**config.mk**
```make
export PLATFORM = sky130hd
export DESIGN_NAME = ibex_hpm_ctrl
export DESIGN_NICKNAME = d
export VERILOG_FILES = /design/src/rtl/ibex_hpm_ctrl_pkg.sv /design/src/rtl/ibex_hpm_slot.sv /design/src/rtl/ibex_hpm_ctrl.sv
export SDC_FILE = /design/constraint.sdc
export NUM_CORES = 1
export LEC_CHECK = 0
export ABC_AREA = 1
export CAP_MARGIN = 20
export CORE_AREA = 3 3 388 390
export DETAILED_ROUTE_END_ITERATION = 8
export DIE_AREA = 0 0 391 393
export GPL_ROUTABILITY_DRIVEN = 0
export PLACE_DENSITY = 0.45
export SLEW_MARGIN = 20
export SYNTH_ARGS = -nofsm -noshare
export SYNTH_HDL_FRONTEND = slang
export SYNTH_SLANG_ARGS = --single-unit
```
**constraint.sdc**
```tcl
create_clock -name clk_i -period 5.6 [get_ports clk_i]
set_input_delay 1.12 -clock clk_i [delete_from_list [all_inputs] [get_ports clk_i]]
set_output_delay 1.12 -clock clk_i [all_outputs]
set_load 0.005 [all_outputs]
```
**src/rtl/ibex_hpm_ctrl_pkg.sv**
```systemverilog
// Shared constants for the performance-monitor control stage: CSR addresses and
// event-vector bit positions.
package ibex_hpm_ctrl_pkg;

    localparam logic [11:0] CSR_MCOUNTINHIBIT = 12'h320;
    localparam logic [11:0] CSR_MHPMEVENT3    = 12'h323;
    localparam logic [11:0] CSR_MCYCLE        = 12'hB00;
    localparam logic [11:0] CSR_MINSTRET      = 12'hB02;
    localparam logic [11:0] CSR_MHPMCOUNTER3  = 12'hB03;
    localparam logic [11:0] CSR_MCYCLEH       = 12'hB80;
    localparam logic [11:0] CSR_MINSTRETH     = 12'hB82;

    localparam int unsigned EV_CYCLE   = 0;
    localparam int unsigned EV_INSTRET = 1;

endpackage

```
**src/rtl/ibex_hpm_slot.sv**
```systemverilog
// One programmable mhpmcounter slot: holds its mhpmevent selector and raises an
// increment request when any selected event fired in the registered event vector.
module ibex_hpm_slot #(
    parameter int unsigned NumEvents = 16
) (
    input  logic                 clk_i,
    input  logic                 rst_ni,
    input  logic                 we_i,
    input  logic [NumEvents-1:0] wdata_i,
    input  logic [NumEvents-1:0] ev_i,
    output logic [NumEvents-1:0] sel_o,
    output logic                 inc_o
);

    logic [NumEvents-1:0] sel_q, sel_d;

    always_comb begin
        sel_d = sel_q;
        if (we_i) begin
            sel_d = wdata_i;
        end
    end

    always_ff @(posedge clk_i or negedge rst_ni) begin
        if (!rst_ni) begin
            sel_q <= '0;
        end else begin
            sel_q <= sel_d;
        end
    end

    // Several selected events in one cycle still count only once.
    assign inc_o = |(ev_i & sel_q);
    assign sel_o = sel_q;

endmodule

```
**src/rtl/ibex_hpm_ctrl.sv**
```systemverilog
// Control stage in front of the machine counters: mcountinhibit, event selection,
// per-slot increment/load strobes and the counter CSR read mux.
module ibex_hpm_ctrl
    import ibex_hpm_ctrl_pkg::*;
#(
    parameter  int unsigned NumCounters = 10,
    parameter  int unsigned NumEvents   = 16,
    localparam int unsigned NC          = 3 + NumCounters
) (
    input  logic                 clk_i,
    input  logic                 rst_ni,
    input  logic [NumEvents-1:0] events_i,
    input  logic                 csr_we_i,
    input  logic [11:0]          csr_addr_i,
    input  logic [31:0]          csr_wdata_i,
    output logic [31:0]          csr_rdata_o,
    output logic                 csr_hit_o,
    input  logic [64*NC-1:0]     cnt_val_i,
    output logic [NC-1:0]        cnt_inc_o,
    output logic [NC-1:0]        cnt_we_o,
    output logic [NC-1:0]        cnt_weh_o,
    output logic [31:0]          cnt_wdata_o
);

    logic [NumEvents-1:0] ev_q;
    logic [NC-1:0]        inhibit_q, inhibit_d;
    logic [NC-1:0]        raw_inc;
    logic [NumEvents-1:0] evsel [NC];
    logic [4:0]           idx;
    logic                 sel_inhibit, sel_event, sel_cnt_lo, sel_cnt_hi;

    // Each CSR group is a 32-entry aligned window; low index bits pick the slot.
    assign idx         = csr_addr_i[4:0];
    assign sel_inhibit = (csr_addr_i == CSR_MCOUNTINHIBIT);
    assign sel_event   = (csr_addr_i[11:5] == CSR_MHPMEVENT3[11:5]) && (idx >= 5'd3);
    assign sel_cnt_lo  = (csr_addr_i[11:5] == CSR_MCYCLE[11:5]) && (idx != 5'd1);
    assign sel_cnt_hi  = (csr_addr_i[11:5] == CSR_MCYCLEH[11:5]) && (idx != 5'd1);
    assign csr_hit_o   = sel_inhibit | sel_event | sel_cnt_lo | sel_cnt_hi;

    always_comb begin
        inhibit_d = inhibit_q;
        if (csr_we_i && sel_inhibit) begin
            inhibit_d    = csr_wdata_i[NC-1:0];
            inhibit_d[1] = 1'b0;
        end
    end

    always_ff @(posedge clk_i or negedge rst_ni) begin
        if (!rst_ni) begin
            ev_q      <= '0;
            inhibit_q <= '0;
        end else begin
            ev_q      <= events_i;
            inhibit_q <= inhibit_d;
        end
    end

    assign raw_inc[0] = ev_q[EV_CYCLE];
    assign raw_inc[1] = 1'b0;
    assign raw_inc[2] = ev_q[EV_INSTRET];

    for (genvar j = 0; j < 3; j++) begin : g_fixed_sel
        assign evsel[j] = '0;
    end

    for (genvar k = 0; k < NumCounters; k++) begin : g_slot
        ibex_hpm_slot #(
            .NumEvents (NumEvents)
        ) u_slot (
            .clk_i   (clk_i),
            .rst_ni  (rst_ni),
            .we_i    (csr_we_i & sel_event & (idx == 5'(3 + k))),
            .wdata_i (csr_wdata_i[NumEvents-1:0]),
            .ev_i    (ev_q),
            .sel_o   (evsel[3 + k]),
            .inc_o   (raw_inc[3 + k])
        );
    end

    always_comb begin
        cnt_we_o  = '0;
        cnt_weh_o = '0;
        for (int i = 0; i < NC; i++) begin
            if (idx == 5'(i)) begin
                cnt_we_o[i]  = csr_we_i & sel_cnt_lo;
                cnt_weh_o[i] = csr_we_i & sel_cnt_hi;
            end
        end
    end

    // A software load wins over a same-cycle increment.
    assign cnt_inc_o   = raw_inc & ~inhibit_q & ~cnt_we_o & ~cnt_weh_o;
    assign cnt_wdata_o = csr_wdata_i;

    always_comb begin
        csr_rdata_o = '0;
        if (sel_inhibit) begin
            csr_rdata_o[NC-1:0] = inhibit_q;
        end
        for (int i = 0; i < NC; i++) begin
            if (idx == 5'(i)) begin
                if (sel_event) begin
                    csr_rdata_o[NumEvents-1:0] = evsel[i];
                end
                if (sel_cnt_lo) begin
                    csr_rdata_o = cnt_val_i[64*i +: 32];
                end
                if (sel_cnt_hi) begin
                    csr_rdata_o = cnt_val_i[64*i+32 +: 32];
                end
            end
        end
    end

endmodule
```
==> results.txt <==
status: complete, but fails checks
failing checks: setup timing
IO Pins: 999
synthesized area: 0.0181 mm^2
# clock sinks: 188
largest net degree at the start of global routing: 138
register area: 0.00470 mm^2
Clock Tree Buf Depth: 2
slowest CP cell: buf_6
Filler cells: 16600
die width: 391 um
Area contributors post-synth: dfrtp_1, nand2_1, a221oi_1
CTS tree: done
reg2reg setup slack: 4.64 ns
Leak Pwr: 15.0 nW
Yosys top cell by area: dfrtp_1
Hold Violations, Final: 0
RSZ-0062 raised after global routing: true
input/output buffers: 901
CP bufs+invs: 6
yosys warns: 0
layout cells sized above 1: 0.216
final hold slack: 0.486 ns
Clock Pin Slew Worst Setup and Hold Paths: 0.07 ns
Die Height: 393 um
Multi-input gate area: 0.0128 mm^2
EDFF count, synth: 0
sequential element share of the synthesized area: 0.259
Avg Vias per Cell: 4.44
GRT Total Usage: 0.213
nets: 4917
Worst Hold Class: register to register
worst-margin pin slew: 1.00 ns
top-count cell post-synth: nand2_1
core area: 0.147 mm^2
Hold Crit Depth: 2
Worst Setup End Kind: primary output
Die ar.: 0.154 mm^2
Setup Skew: 0 ns
Primary FF master, synth: dfrtp_1
Synth Area per Inst: 6.21 um^2
Setup crit start kind: primary input
Post-DRT Antenna Nets: 0
Max IR drop VDD: 190 uV
initial core utilization: 0.123
Crit Path Class: primary input to primary output
Setup violations, final: 16
H-tree Lvls: 4
initial antenna violation count: 79
flops & latches, synth: 188
relative slew slack: 0.330
DP Worst Slack: -1.72 ns
first-pass GRT wire length: 224000 um
Routed WL: 173000 um
routed via count: 26600
drt pass-1 iters: 5
Synth async-reset ratio: 1.00
worst-path fanout max: 5
Post-synth top cells: nand2_1, nor2_1, o21ai_0
Design Area, Final: 0.0344 mm^2
R2R Path Start: inhibit_q[9]$_DFFE_PN0P_
Area Overhead vs Synth: 89.7%
area post-placement: 0.0315 mm^2
Hold Path End: g_slot[7].u_slot.sel_o[15]$_DFFE_PN0P_
reg2reg end: inhibit_q[9]$_DFFE_PN0P_
FMAX: 154 MHz
utilization after layout: 0.233
Cell Pwr Density: 117 mW/mm^2
CP top delay family: simple AND/OR/NAND/NOR gates
Avg WL per Cell: 28.8 um
most used cell, CP: nand2_1
Max-Cap Viols: 0
top cell type's share of synthesized area: 0.259
Worst Slack Setup Final: -0.879 ns
fin crit share: 1.16
Hold Crit Start: g_slot[7].u_slot.sel_o[15]$_DFFE_PN0P_
worst skew pair latency: 0.48 ns
Worst Reg-to-Reg Cells: 3
max-slew violations: 0
data arrival time of the worst path: 5.36 ns
vias in the first global route: 26000
Synth Instances: 2919
delay of the slowest critical-path stage: 0.16 ns
DRC Markers: 0
DR iter-0 viols: 2351
Root Driver: clkbuf_16
fin crit period: 6.48 ns
grt ovf: 0
Rows: 141
Critical Path RT: 4.48 ns
TritonCTS Buffers: 17
DP HPWL: 144000 um
Distinct cells, synth: 45
[timing repair]
action | 4_1_cts | 5_1_grt
cloned | 5 | 1
resized for setup | 361 | 154
pin swaps | 123 | 172
hold buffers | 0 | 0
hold endpoints to repair | 0 | 0
endpoints found under the setup margin | 40 | 22
setup buffers | 44 | 33
[power by group]
part	internal, W	total, W	switching [W]
clock	0.000640	0.00131	0.000666
combinational	0.000746	0.00132	0.000576
sequential	0.00137	0.00139	0.0000185
total	0.00275	0.00401	0.00126
[metal layers]
layer | vias to the layer above | GRT usage | routed length, um
met5 | - | 0 | 240
met1 | 12800 | 0.258 | 69200
met2 | 1291 | 0.361 | 82100
met3 | 227 | 0.0577 | 14600
met4 | 38 | 0.0793 | 6490
li1 | 12200 | - | -
[area by class of cell]
| type | count | share of cell area |
|---|---|---|
| Multi-Input combinational cell | 2319 | 0.371 |
| Tap cell | 1930 | 0.0702 |
| Timing Repair inverter | 1 | 0.000327 |
| Timing Repair Buffer | 1360 | 0.387 |
| Antenna cell | 28 | 0.00204 |
| Clock buffer | 17 | 0.0124 |
| Inverter | 135 | 0.0159 |
| Clock inverter | 15 | 0.00480 |
| Sequential cell | 188 | 0.137 |
[worst reg2reg max path, delay by kind of cell (launching register included)]
family	cells	cell delay, ns
flip-flops	1	0.46
buffers and inverters	1	0.21
AND/OR/NAND/NOR	1	0.06
AO/OA/AOI/OAI	1	0.09
[layout by cell type, fill, tap and decap left out, types with 18 or more instances in the layout]
cell	Yosys	final
a21oi_1	129	112
nand2_1	1171	999
inv_1	124	116
buf_4	63	383
o22ai_1	21	21
nand2_2	5	154
dfrtp_1	188	188
clkbuf_16	0	18
nand3_2	1	19
buf_12	0	47
nand2_4	1	21
clkdlybuf4s50_1	0	841
a221oi_1	165	145
nor2_1	222	206
nand3_1	75	54
nand4_1	33	33
o21ai_0	216	212
buf_6	7	53
a22o_1	157	156
diode_2	0	28
[worst max path at each step]
stage	startpoint	to	slack [ns]	depth (start not counted)
global placement	csr_addr_i[8]	csr_rdata_o[8]	-1.68	48
CTS	csr_addr_i[10]	csr_rdata_o[4]	-0.80	51
floorplan	csr_addr_i[8]	csr_rdata_o[14]	0.45	20
global route	csr_addr_i[10]	csr_rdata_o[2]	-1.32	50
finish	csr_addr_i[8]	csr_rdata_o[2]	-0.88	52
detailed placement	csr_addr_i[8]	csr_rdata_o[8]	-1.72	49
[cells by family after synthesis]
logic type             share of synthesized area
AND/OR/NAND/NOR                            0.335
buffers and inverters                      0.107
flip-flops                                 0.259
AO/OA/AOI/OAI                              0.298
other                                   0.000207
[registers in the layout, indices dropped and copies added (netlist names)]
| register | flops |
|---|---|
| inhibit_q | 12 |
| ev_q | 16 |
| g_slot.u_slot.sel_o | 160 |
[stage by stage]
stage / total power, W / std cells / setup TNS [ns]
2_1_floorplan: 0.00167 / 2921 / 0
3_3_place_gp: 0.00266 / 5853 / -31.91
3_5_place_dp: 0.00267 / 5853 / -32.12
4_1_cts: 0.00401 / 5932 / -10.70
5_1_grt: 0.00416 / 5978 / -17.44
6_report: 0.00401 / 5993 / -11.28
No activity file was read; power rests on OpenSTA's default activity.
